`config.mk`:
```
export PLATFORM = sky130hd
export DESIGN_NAME = apb_uart_csr_flat
export DESIGN_NICKNAME = d
export VERILOG_FILES = /design/src/rtl/apb_uart_pkg.sv /design/src/rtl/apb_uart_csr_if.sv /design/src/rtl/apb_uart_csr_sync_fifo.sv /design/src/rtl/apb_uart_csr.sv /design/src/flat_wrapper.sv
export SDC_FILE = /design/constraint.sdc
export NUM_CORES = 1
export LEC_CHECK = 0
export BUFFER_PORTS_ARGS = -buffer_cell sky130_fd_sc_hd__buf_4
export CORE_MARGIN = 8
export CORE_UTILIZATION = 30
export CTS_BUF_LIST = sky130_fd_sc_hd__clkbuf_8
export DETAILED_ROUTE_END_ITERATION = 8
export HOLD_SLACK_MARGIN = 0.05
export PLACE_DENSITY_LB_ADDON = 0.1
export SKIP_CTS_REPAIR_TIMING = 1
export SLEW_MARGIN = 20
export SYNTH_ARGS = -nofsm -noshare
export SYNTH_HDL_FRONTEND = slang
export SYNTH_SLANG_ARGS = --single-unit
```
`constraint.sdc`:
```
create_clock -name PCLK -period 3.1 [get_ports PCLK]
set_input_delay 0.775 -clock PCLK [delete_from_list [all_inputs] [get_ports PCLK]]
set_output_delay 0.775 -clock PCLK [all_outputs]
set_load 0.01 [all_outputs]
```
`src/rtl/apb_uart_pkg.sv`:
```
// Shared constants and types for the APB UART register block.
package apb_uart_pkg;

    localparam int unsigned CTRL_W = 7;
    localparam int unsigned CD_W   = 13;

    // Register select values, taken from PADDR[3:2]
    localparam logic [1:0] REG_STATUS = 2'd0;
    localparam logic [1:0] REG_CTRL   = 2'd1;
    localparam logic [1:0] REG_CD     = 2'd2;
    localparam logic [1:0] REG_DATA   = 2'd3;

    localparam int unsigned ST_TX_FULL  = 0;
    localparam int unsigned ST_TX_EMPTY = 1;
    localparam int unsigned ST_RX_FULL  = 2;
    localparam int unsigned ST_RX_EMPTY = 3;
    localparam int unsigned ST_TX_OVR   = 4;
    localparam int unsigned ST_RX_OVR   = 5;

    localparam int unsigned CT_TX_EN  = 0;
    localparam int unsigned CT_RX_EN  = 1;
    localparam int unsigned CT_IE_RX  = 2;
    localparam int unsigned CT_IE_TX  = 3;
    localparam int unsigned CT_IE_ERR = 4;

    typedef enum logic {
        IDLE  = 1'b0,
        STALL = 1'b1
    } access_state_e;

endpackage

```
`src/rtl/apb_uart_csr_if.sv`:
```
// APB3 slave bus bundle for the UART register block.
interface apb_uart_csr_if;
    logic        PSEL;
    logic        PENABLE;
    logic        PWRITE;
    logic [7:0]  PADDR;
    logic [31:0] PWDATA;
    logic [31:0] PRDATA;
    logic        PREADY;
    logic        PSLVERR;

    modport master (output PSEL, PENABLE, PWRITE, PADDR, PWDATA,
                    input  PRDATA, PREADY, PSLVERR);
    modport slave  (input  PSEL, PENABLE, PWRITE, PADDR, PWDATA,
                    output PRDATA, PREADY, PSLVERR);
endinterface

```
`src/rtl/apb_uart_csr_sync_fifo.sv`:
```
// Single-clock FIFO; a push into a full FIFO is accepted only alongside a pop.
module sync_fifo #(
    parameter int unsigned WIDTH = 8,
    parameter int unsigned DEPTH = 8
) (
    input  logic                   clk,
    input  logic                   rst_n,
    input  logic                   push,
    input  logic                   pop,
    input  logic [WIDTH-1:0]       wdata,
    output logic [WIDTH-1:0]       rdata,
    output logic                   full,
    output logic                   empty,
    output logic [$clog2(DEPTH):0] count
);
    localparam int unsigned PTR_W = $clog2(DEPTH);
    localparam int unsigned CNT_W = PTR_W + 1;

    logic [WIDTH-1:0] mem [DEPTH];
    logic [PTR_W-1:0] wr_ptr;
    logic [PTR_W-1:0] rd_ptr;
    logic             do_wr;
    logic             do_rd;

    assign full  = (count == CNT_W'(DEPTH));
    assign empty = (count == '0);
    assign do_rd = pop & ~empty;
    assign do_wr = push & (~full | do_rd);
    assign rdata = mem[rd_ptr];

    always_ff @(posedge clk or negedge rst_n) begin
        if (!rst_n) begin
            wr_ptr <= '0;
            rd_ptr <= '0;
            count  <= '0;
        end else begin
            if (do_wr) wr_ptr <= wr_ptr + PTR_W'(1);
            if (do_rd) rd_ptr <= rd_ptr + PTR_W'(1);
            case ({do_wr, do_rd})
                2'b10:   count <= count + CNT_W'(1);
                2'b01:   count <= count - CNT_W'(1);
                default: count <= count;
            endcase
        end
    end

    // Storage is not reset; pointers and count define validity.
    always_ff @(posedge clk) begin
        if (do_wr) mem[wr_ptr] <= wdata;
    end

endmodule

```
`src/rtl/apb_uart_csr.sv`:
```
// APB3 CSR block for the UART: CTRL/CD registers, TX/RX FIFOs, sticky status, irq.
module apb_uart_csr
    import apb_uart_pkg::*;
#(
    parameter int unsigned    DATA_W   = 8,
    parameter int unsigned    TX_DEPTH = 8,
    parameter int unsigned    RX_DEPTH = 8,
    parameter int unsigned    WAIT_MAX = 15,
    parameter logic [CD_W-1:0] CD_RESET = 13'd27
) (
    input  logic              PCLK,
    input  logic              PRESETn,
    apb_uart_csr_if.slave     apb,
    output logic [DATA_W-1:0] tx_data,
    output logic              tx_valid,
    input  logic              tx_ready,
    input  logic [DATA_W-1:0] rx_data,
    input  logic              rx_valid,
    output logic [CTRL_W-1:0] ctrl_o,
    output logic [CD_W-1:0]   cd_o,
    output logic              irq
);
    localparam int unsigned SC_W  = $clog2(WAIT_MAX + 1);
    localparam int unsigned TXC_W = $clog2(TX_DEPTH) + 1;
    localparam int unsigned RXC_W = $clog2(RX_DEPTH) + 1;

    access_state_e     state, state_nxt;
    logic [SC_W-1:0]   stall_cnt;
    logic [CTRL_W-1:0] ctrl;
    logic [CD_W-1:0]   cd;
    logic              tx_ovr, rx_ovr;
    logic              tx_full, tx_empty, rx_full, rx_empty;
    logic [TXC_W-1:0]  tx_count;
    logic [RXC_W-1:0]  rx_count;
    logic [DATA_W-1:0] rx_head;
    logic              access, is_write, is_data;
    logic [1:0]        reg_sel;
    logic              ready_c, err_c;
    logic              tx_push, tx_pop, rx_push, rx_pop;
    logic              tx_ovr_set, rx_ovr_set;
    logic              wr_done, w1c;
    logic [31:0]       rdata_c;
    logic              unused_bits;

    // Reset also masks the access phase so PREADY drops the moment PRESETn falls.
    assign access   = apb.PSEL & apb.PENABLE & PRESETn;
    assign is_write = apb.PWRITE;
    assign reg_sel  = apb.PADDR[3:2];
    assign is_data  = (reg_sel == REG_DATA);

    assign tx_valid   = ~tx_empty & ctrl[CT_TX_EN];
    assign tx_pop     = tx_valid & tx_ready;
    assign rx_push    = rx_valid & ctrl[CT_RX_EN];
    assign rx_ovr_set = rx_push & rx_full & ~rx_pop;

    assign wr_done = ready_c & is_write & ~err_c;
    assign w1c     = wr_done & (reg_sel == REG_STATUS);

    always_ff @(posedge PCLK or negedge PRESETn) begin
        if (!PRESETn) begin
            state     <= IDLE;
            stall_cnt <= '0;
        end else begin
            state     <= state_nxt;
            stall_cnt <= (state == STALL) ? stall_cnt + SC_W'(1) : '0;
        end
    end

    // Access FSM: zero-wait for everything except a DATA write to a full TX FIFO.
    always_comb begin
        state_nxt  = state;
        ready_c    = 1'b0;
        err_c      = 1'b0;
        tx_push    = 1'b0;
        rx_pop     = 1'b0;
        tx_ovr_set = 1'b0;
        case (state)
            IDLE: begin
                if (access) begin
                    if (is_write && is_data && tx_full) begin
                        state_nxt = STALL;
                    end else begin
                        ready_c = 1'b1;
                        if (is_write && is_data) tx_push = 1'b1;
                        if (!is_write && is_data) begin
                            if (rx_empty) err_c  = 1'b1;
                            else          rx_pop = 1'b1;
                        end
                    end
                end
            end
            STALL: begin
                if (access) begin
                    if (!tx_full) begin
                        ready_c   = 1'b1;
                        tx_push   = 1'b1;
                        state_nxt = IDLE;
                    end else if (stall_cnt == SC_W'(WAIT_MAX - 1)) begin
                        ready_c    = 1'b1;
                        err_c      = 1'b1;
                        tx_ovr_set = 1'b1;
                        state_nxt  = IDLE;
                    end
                end
            end
            default: state_nxt = IDLE;
        endcase
    end

    // Read mux; zero unless a read completes this cycle.
    always_comb begin
        rdata_c = '0;
        if (ready_c && !is_write) begin
            case (reg_sel)
                REG_STATUS: begin
                    rdata_c[ST_TX_FULL]  = tx_full;
                    rdata_c[ST_TX_EMPTY] = tx_empty;
                    rdata_c[ST_RX_FULL]  = rx_full;
                    rdata_c[ST_RX_EMPTY] = rx_empty;
                    rdata_c[ST_TX_OVR]   = tx_ovr;
                    rdata_c[ST_RX_OVR]   = rx_ovr;
                end
                REG_CTRL: rdata_c[CTRL_W-1:0] = ctrl;
                REG_CD:   rdata_c[CD_W-1:0]   = cd;
                default:  if (!rx_empty) rdata_c[DATA_W-1:0] = rx_head;
            endcase
        end
    end

    // Registers and sticky flags; a new overrun wins over a simultaneous clear.
    always_ff @(posedge PCLK or negedge PRESETn) begin
        if (!PRESETn) begin
            ctrl   <= '0;
            cd     <= CD_RESET;
            tx_ovr <= 1'b0;
            rx_ovr <= 1'b0;
            irq    <= 1'b0;
        end else begin
            if (wr_done && reg_sel == REG_CTRL) ctrl <= apb.PWDATA[CTRL_W-1:0];
            if (wr_done && reg_sel == REG_CD)   cd   <= apb.PWDATA[CD_W-1:0];
            tx_ovr <= tx_ovr_set | (tx_ovr & ~(w1c & apb.PWDATA[ST_TX_OVR]));
            rx_ovr <= rx_ovr_set | (rx_ovr & ~(w1c & apb.PWDATA[ST_RX_OVR]));
            irq    <= (ctrl[CT_IE_RX] & ~rx_empty) | (ctrl[CT_IE_TX] & tx_empty) |
                      (ctrl[CT_IE_ERR] & (tx_ovr | rx_ovr));
        end
    end

    sync_fifo #(.WIDTH(DATA_W), .DEPTH(TX_DEPTH)) u_tx_fifo (
        .clk   (PCLK),
        .rst_n (PRESETn),
        .push  (tx_push),
        .pop   (tx_pop),
        .wdata (apb.PWDATA[DATA_W-1:0]),
        .rdata (tx_data),
        .full  (tx_full),
        .empty (tx_empty),
        .count (tx_count)
    );

    sync_fifo #(.WIDTH(DATA_W), .DEPTH(RX_DEPTH)) u_rx_fifo (
        .clk   (PCLK),
        .rst_n (PRESETn),
        .push  (rx_push),
        .pop   (rx_pop),
        .wdata (rx_data),
        .rdata (rx_head),
        .full  (rx_full),
        .empty (rx_empty),
        .count (rx_count)
    );

    assign apb.PREADY  = ready_c;
    assign apb.PSLVERR = err_c;
    assign apb.PRDATA  = rdata_c;
    assign ctrl_o      = ctrl;
    assign cd_o        = cd;

    assign unused_bits = ^{apb.PADDR[7:4], apb.PADDR[1:0], apb.PWDATA[31:13], tx_count, rx_count};

endmodule
```
`src/flat_wrapper.sv`:
```
// flat-port wrapper written by rule: the top's interface ports become plain ports
module apb_uart_csr_flat import apb_uart_pkg::*;
#(
    parameter int unsigned    DATA_W   = 8,
    parameter int unsigned    TX_DEPTH = 8,
    parameter int unsigned    RX_DEPTH = 8,
    parameter int unsigned    WAIT_MAX = 15,
    parameter logic [CD_W-1:0] CD_RESET = 13'd27
)
  (PCLK, PRESETn, tx_data, tx_valid, tx_ready, rx_data, rx_valid, ctrl_o, cd_o, irq, apb_PSEL, apb_PENABLE, apb_PWRITE, apb_PADDR, apb_PWDATA, apb_PRDATA, apb_PREADY, apb_PSLVERR);
  apb_uart_csr_if apb_i ();
  input  logic PCLK;
  input  logic PRESETn;
  output logic [DATA_W-1:0] tx_data;
  output logic tx_valid;
  input  logic tx_ready;
  input  logic [DATA_W-1:0] rx_data;
  input  logic rx_valid;
  output logic [CTRL_W-1:0] ctrl_o;
  output logic [CD_W-1:0] cd_o;
  output logic irq;
  input wire logic [$bits(apb_i.PSEL)-1:0] apb_PSEL;
  input wire logic [$bits(apb_i.PENABLE)-1:0] apb_PENABLE;
  input wire logic [$bits(apb_i.PWRITE)-1:0] apb_PWRITE;
  input wire logic [$bits(apb_i.PADDR)-1:0] apb_PADDR;
  input wire logic [$bits(apb_i.PWDATA)-1:0] apb_PWDATA;
  output wire logic [$bits(apb_i.PRDATA)-1:0] apb_PRDATA;
  output wire logic [$bits(apb_i.PREADY)-1:0] apb_PREADY;
  output wire logic [$bits(apb_i.PSLVERR)-1:0] apb_PSLVERR;
  assign apb_i.PSEL = apb_PSEL;
  assign apb_i.PENABLE = apb_PENABLE;
  assign apb_i.PWRITE = apb_PWRITE;
  assign apb_i.PADDR = apb_PADDR;
  assign apb_i.PWDATA = apb_PWDATA;
  assign apb_PRDATA = apb_i.PRDATA;
  assign apb_PREADY = apb_i.PREADY;
  assign apb_PSLVERR = apb_i.PSLVERR;
  apb_uart_csr #(.DATA_W(DATA_W), .TX_DEPTH(TX_DEPTH), .RX_DEPTH(RX_DEPTH), .WAIT_MAX(WAIT_MAX), .CD_RESET(CD_RESET)) u_core (.PCLK(PCLK), .PRESETn(PRESETn), .apb(apb_i), .tx_data(tx_data), .tx_valid(tx_valid), .tx_ready(tx_ready), .rx_data(rx_data), .rx_valid(rx_valid), .ctrl_o(ctrl_o), .cd_o(cd_o), .irq(irq));
endmodule
```
## After elaboration in Yosys (flattened, before gate mapping)

Memory sizes are Yosys's and may differ from the RTL's.
Index checks and enable logic that the tools add are counted.

- Flip-flop bits (word level): 48
- RAM bits: 128
- Input bits: 55
- Memories kept: 2

Memories:

| name | words | bits a word | rd ports | clocked after memory_dff | wr ports | line | RTL |
|---|---|---|---|---|---|---|---|
| u_core.u_rx_fifo.mem | 8 | 8 | 1 | 0 | 1 | apb_uart_csr_sync_fifo.sv:19 | `logic [WIDTH-1:0] mem [DEPTH];` |
| u_core.u_tx_fifo.mem | 8 | 8 | 1 | 0 | 1 | apb_uart_csr_sync_fifo.sv:19 |  |

- Add/sub/neg operators: 9
- Equal/unequal tests: 10
- Multiplexer cells: 44
- Bitwise gates (word level): 37
- Reductions and logical operators: 13

Operator list:

| kind | count |
|---|---|
| 1-bit 2-to-1 mux | 31 |
| 1-bit AND | 21 |
| 6-bit case mux with 3 select lines | 1 |
| 4-bit case mux with 2 select lines | 2 |
| 13-bit 2-to-1 mux | 1 |
| 3-bit by 1-bit adder with 3-bit output (second input constant) | 4 |
| 4-bit by 1-bit adder with 4-bit output (second input constant) | 3 |
| 4-bit equality test (second input constant) | 3 |
| 1-bit case mux with 2 select lines | 5 |
| 1-bit NOT | 9 |
| 2-bit equality test (second input constant) | 4 |
| 4-bit logical NOT | 2 |
| 8-bit 2-to-1 mux | 1 |
| 4-bit by 1-bit subtractor with 4-bit output (second input constant) | 2 |
| 1-bit OR | 7 |
| 2-bit by 1-bit equality test with 1-bit output (second input constant) | 3 |
| 1-bit logical AND | 6 |
| 5-bit 2-to-1 mux | 1 |
| 4-bit 2-to-1 mux | 1 |
| 2-bit nonzero test | 2 |
| 1-bit case mux with 3 select lines | 1 |
| 2-bit logical NOT | 1 |
| 2-bit OR reduction | 1 |
| 1-bit logical NOT | 1 |

## Longest topological paths before layout

- Depth in word-level cells: 13
- Depth in mapped cells: 11

## By module

Synthesis repeated with hierarchy kept, for this count alone.

- Cell total of the unflattened synthesis: 493
- Area total of the unflattened synthesis: 8007.7 um^2

Modules (own cells, without submodules):

| module | times used | cells each | area each (um^2) | sequential area each (um^2) |
|---|---|---|---|---|
| sync_fifo (u_core.u_rx_fifo) | 1 | 164 | 3155.5 | 2172.1 |
| sync_fifo (u_core.u_tx_fifo) | 1 | 164 | 3131.8 | 2172.1 |
| apb_uart_csr | 1 | 165 | 1720.4 | 705.7 |

## Worst setup path before layout

No wires, ideal clock.

- Path kind: input -> register
- Start point: input apb_PADDR[2]
- End point: register u_core.u_tx_fifo.count[3]
- Library setup time: 80 ps
- Arrival: 2869 ps
- Data required time: 3020 ps
- Setup slack: 151 ps
- Cell stages on the path: 10
- Path buffers: 1
- Cell sequence: clkbuf_1 > a31oi_1 > nor3_1 > inv_1 > ha_1 > ha_1 > a21o_1 > a21oi_1 > mux2i_1 > xnor2_1

- Cells in the longest elaborated chain, start to end: 9
- Elaborated cells between the ends (all ways): 12
- Those cells by class: 3 x eq/ne; 5 x mux; 1 x bitwise; 3 x reduce/logical

Ends and longest elaborated chain:

| element | line | RTL |
|---|---|---|
| start: declaration | flat_wrapper.sv:25 | `input wire logic [$bits(apb_i.PADDR)-1:0] apb_PADDR;` |
| 2-bit equality test * | apb_uart_csr.sv:49 | `assign is_data = (reg_sel == REG_DATA);` |
| 1-bit logical AND * | apb_uart_csr.sv:80, apb_uart_csr.sv:84 |  |
| 1-bit 2-to-1 mux or 1-bit logical AND (tied branches) | apb_uart_csr.sv:84, apb_uart_csr.sv:80 |  |
| 1-bit 2-to-1 mux * | apb_uart_csr.sv:80 | `if (is_write && is_data && tx_full) begin` |
| 1-bit 2-to-1 mux * | apb_uart_csr.sv:79 | `if (access) begin` |
| 1-bit case mux with 2 select lines * | apb_uart_csr.sv:77 | `case (state)` |
| 1-bit AND * | apb_uart_csr_sync_fifo.sv:28 | `assign do_wr = push & (~full \| do_rd);` |
| 2-bit by 1-bit equality test with 1-bit output or 2-bit equality test (tied branches) | apb_uart_csr_sync_fifo.sv:39 | `case ({do_wr, do_rd})` |
| 4-bit case mux with 2 select lines or 2-bit nonzero test (tied branches) | n/a |  |
| end signal: assignment | apb_uart_csr_sync_fifo.sv:40 | `2'b10: count <= count + CNT_W'(1);` |
| end signal: assignment | apb_uart_csr_sync_fifo.sv:41 | `2'b01: count <= count - CNT_W'(1);` |
| end signal: assignment | apb_uart_csr_sync_fifo.sv:42 | `default: count <= count;` |
| end: declaration | apb_uart_csr_sync_fifo.sv:14 | `output logic [$clog2(DEPTH):0] count` |

Every way passes the cells marked *; elsewhere a longest branch is shown, timed or not.
A chain may end at the register's enable or synchronous reset.

## Worst setup path in the final report

- Start point: register u_core.u_rx_fifo.count[1]
- End point: output apb_PRDATA[5]

- Cells in the longest elaborated chain, start to end: 4

Ends and longest elaborated chain:

| element | line | RTL |
|---|---|---|
| start: declaration | apb_uart_csr_sync_fifo.sv:14 |  |
| start signal: assignment | apb_uart_csr_sync_fifo.sv:40 |  |
| start signal: assignment | apb_uart_csr_sync_fifo.sv:41 |  |
| start signal: assignment | apb_uart_csr_sync_fifo.sv:42 |  |
| 4-bit logical NOT | apb_uart_csr_sync_fifo.sv:26 | `assign empty = (count == '0);` |
| 8-bit 2-to-1 mux | apb_uart_csr.sv:125 | `default: if (!rx_empty) rdata_c[DATA_W-1:0] = rx_head;` |
| 6-bit case mux with 3 select lines | apb_uart_csr.sv:114 | `case (reg_sel)` |
| 13-bit 2-to-1 mux | apb_uart_csr.sv:113 | `if (ready_c && !is_write) begin` |
| end: declaration | flat_wrapper.sv:27 | `output wire logic [$bits(apb_i.PRDATA)-1:0] apb_PRDATA;` |

No other way between the ends.

==> key figures <==
Timing
  – Post-route setup slack: 0.0719 ns
  – Post-route clock skew: 0.0192 ns
  – Setup violations, final: 0
  – Hold slack: 0.365 ns
  – Total negative slack: 0 ns
  – Fmax: 330 MHz
  – Final Max Tran Viols: 0
  – Hold Vio Cnt, Final: 0
  – RSZ-0062 raised after global routing: true
  – Slew HR: 56.9%
  – Min Tclk post-route: 3.03 ns
  – Slew @ Worst Pin: 0.644 ns
  – Tcrit/Tclk final: 97.7%

CTS
  – H-tree depth: 4
  – Number of buffers created by CTS: 17
  – Worst-skew pair later-pin latency: 0.45 ns
  – Num Clock Sinks: 176
  – Worst-case clock buffer depth: 2
  – Worst-path clk slew: 0.09 ns
  – Clock root buffer: clkbuf_8
  – TritonCTS clock tree: done

Placement
  – Pre-CTS WS: 0.0526 ns
  – DPL Wire Length: 13300 um
  – I/O Buffers: 74
  – Global placer's final weighted congestion: 0.784
  – DP Cell Count: 878
  – Placed Area: 8710 um^2

Synth
  – Top_reg_cell synth: edfxtp_1
  – Async SR Flop Fraction: 27.3%
  – Mean Syn Cell Area: 16.5 um^2
  – Top cells by area, synth: edfxtp_1, dfrtp_1, mux4_2, mux2_2, ha_1
  – Register area share after synthesis: 66.3%
  – Top cell type's share of synthesized area: 50.4%
  – Yosys warns: 0
  – Top cells by count, synth: edfxtp_1, dfrtp_1, mux2_2
  – Synth Instances: 463
  – Post-synthesis register bit count: 176
  – Dominant cell by count in the synthesized netlist: edfxtp_1
  – Cell variety after synth: 53
  – Post-Syn Area: 7620 um^2
  – Synth area leader: edfxtp_1
  – Number of synthesized flops with an enable pin: 128

GRT
  – Vias in the first global route: 4680
  – Initial antenna violation count: 0
  – Gr usage total: 12.3%
  – First-pass GRT wire length: 28200 um
  – Grt total ovfl: 0
  – Largest net degree at the start of global routing: 31

Detailed routing
  – Routed wire per std cell: 20.2 um
  – Drt via density: 4.67
  – Max layer used: met4
  – Metal3 WL: 528 um
  – # DRC: 0
  – Metal-1 WL: 7530 um
  – Met2 wire length: 10000 um
  – Via count: 4289
  – Final WL: 18600 um
  – First-pass DRT Iterations: 4
  – Drt initial violations: 243
  – Routed Antenna Nets: 0

Floorplan
  – Die H: 175 um
  – Die outline width: 175 um
  – Core Box Area: 25000 um^2
  – Num ports: 119
  – Site Rows: 58
  – Die ar.: 30800 um^2
  – Starting Density: 30.4%

Final layout
  – Layout cell share with drive strength beyond 1: 42.2%
  – Layout Cells excl Fill: 918
  – Util after Layout: 37.1%
  – Final #Nets: 643
  – Layout area overhead: 21.8%
  – Final std cell area, no fill: 9280 um^2
  – Fill cell count: 2374
  – Antenna diodes: 0

Setup path
  – RR Startpoint: u_core.u_tx_fifo.count[0]$_DFFE_PN0P_
  – CP Capture Type: output pin
  – Worst EP arrival: 2.25 ns
  – Launch point of the worst path: u_core.u_rx_fifo.count[1]$_DFFE_PN0P_
  – CP Class: flop to output pin
  – Crit Path Max Fanout: 4
  – R2r worst-path depth: 8
  – Worst EP required: 2.32 ns
  – Startpoint types: flop

Outcome
  – Outcome: completed

Pwr
  – Pwr/cell area: 667 nW/um^2
  – Lkg Pwr: 3.41 nW
  – Tot Pwr: 6.19 mW
  – Worst IR Drop VDD: 322 uV

Run
  – Max cap viols: 0

Min path
  – Worst min path class: input pin to asynchronous set/reset pin
path summary, 6_finish.rpt:
| path | end | slack [ns] |
|---|---|---|
| max in group asynchronous | u_core.cd_o[3]$_DFFE_PN1P_ | 2.34 |
| hold / removal | u_core.state$_DFF_PN0_ | 0.36 |
| min in group PCLK | u_core.u_tx_fifo.rd_ptr[0]$_DFFE_PN0P_ | 0.47 |
| setup / recovery | apb_PRDATA[5] | 0.07 |
| setup reg to reg | u_core.u_tx_fifo.count[3]$_DFFE_PN0P_ | 0.45 |
| hold reg to reg | u_core.u_tx_fifo.rd_ptr[0]$_DFFE_PN0P_ | 0.47 |
report_power, final:
group / leakage, nW / internal (mW) / switching, mW / total (mW)
sequential: 1.75 / 2.74 / 0.262 / 3.01
clock: 0.177 / 0.587 / 0.847 / 1.43
combinational: 1.49 / 0.969 / 0.783 / 1.75
flip-flops by register name, indices dropped and copies added, names as in the netlist:
name	flops
u_core.u_rx_fifo.mem	64
u_core.u_tx_fifo.mem	64
u_core.cd_o	13
u_core.ctrl_o	7
u_core.stall_cnt	4
u_core.u_rx_fifo.count	4
u_core.u_tx_fifo.count	4
u_core.u_rx_fifo.rd_ptr	3
u_core.u_rx_fifo.wr_ptr	3
u_core.u_tx_fifo.rd_ptr	3
u_core.u_tx_fifo.wr_ptr	3
u_core.irq	1
u_core.rx_ovr	1
u_core.state	1
u_core.tx_ovr	1
cell type report:
type                    instances  area, um^2  area share, %
flip-flops and latches        176        5050           54.4
multi-input cells             256        2530           27.2
repair buffers                118         910           9.80
well taps                     330         413           4.45
clock buffers                  18         248           2.67
clock inverters                14         108           1.16
inverters                       6        22.5          0.243
layer usage:
layer  vias to the layer above  track usage (%)
li1                       1990                -
met1                      2200             13.6
met2                        76             22.7
met3                        23             2.47
met4                         0             5.33
met5                         -                0
worst max-delay path: stages, from the launching register on:
cell,delay (ns)
dfrtp_1,0.39
or4_4,0.56
and2_4,0.21
buf_6,0.14
a221oi_4,0.32
nor3_4,0.06
buf_6,0.13
logic make-up (layout without fill, tap and decap cells):
| kind of cell | Yosys count | count (layout) | share of synthesized area (%) |
|---|---|---|---|
| buffers and inverters | 49 | 156 | 3.48 |
| AO/OA/AOI/OAI | 43 | 43 | 3.87 |
| AND/OR/NAND/NOR | 95 | 95 | 7.27 |
| adder cells (fa/ha/maj) | 13 | 13 | 2.23 |
| other | 1 | 19 | 0.0492 |
| multiplexers | 69 | 69 | 14.9 |
| flip-flops | 176 | 176 | 66.3 |
| XOR/XNOR | 17 | 17 | 1.95 |
placed cells by master (no fill, tap or decap), types with 3 or more instances in the layout:
cell	count
dfrtp_1	42
mux2_2	35
xor2_1	7
nor3b_1	5
clkbuf_8	18
nand3_1	4
nand3b_1	6
dfstp_2	4
clkinv_4	3
nor2_1	8
clkinvlp_4	3
nor3_2	6
a21oi_1	6
mux4_2	32
nand2b_1	3
buf_4	114
inv_6	4
nand2_1	18
conb_1	19
buf_6	3
xnor2_1	10
o22ai_1	4
nor3_1	10
and2_1	9
nand4_1	3
edfxtp_1	128
inv_1	7
o21ai_0	6
a221oi_4	3
ha_1	12
Power figures use the tool's default switching activity.
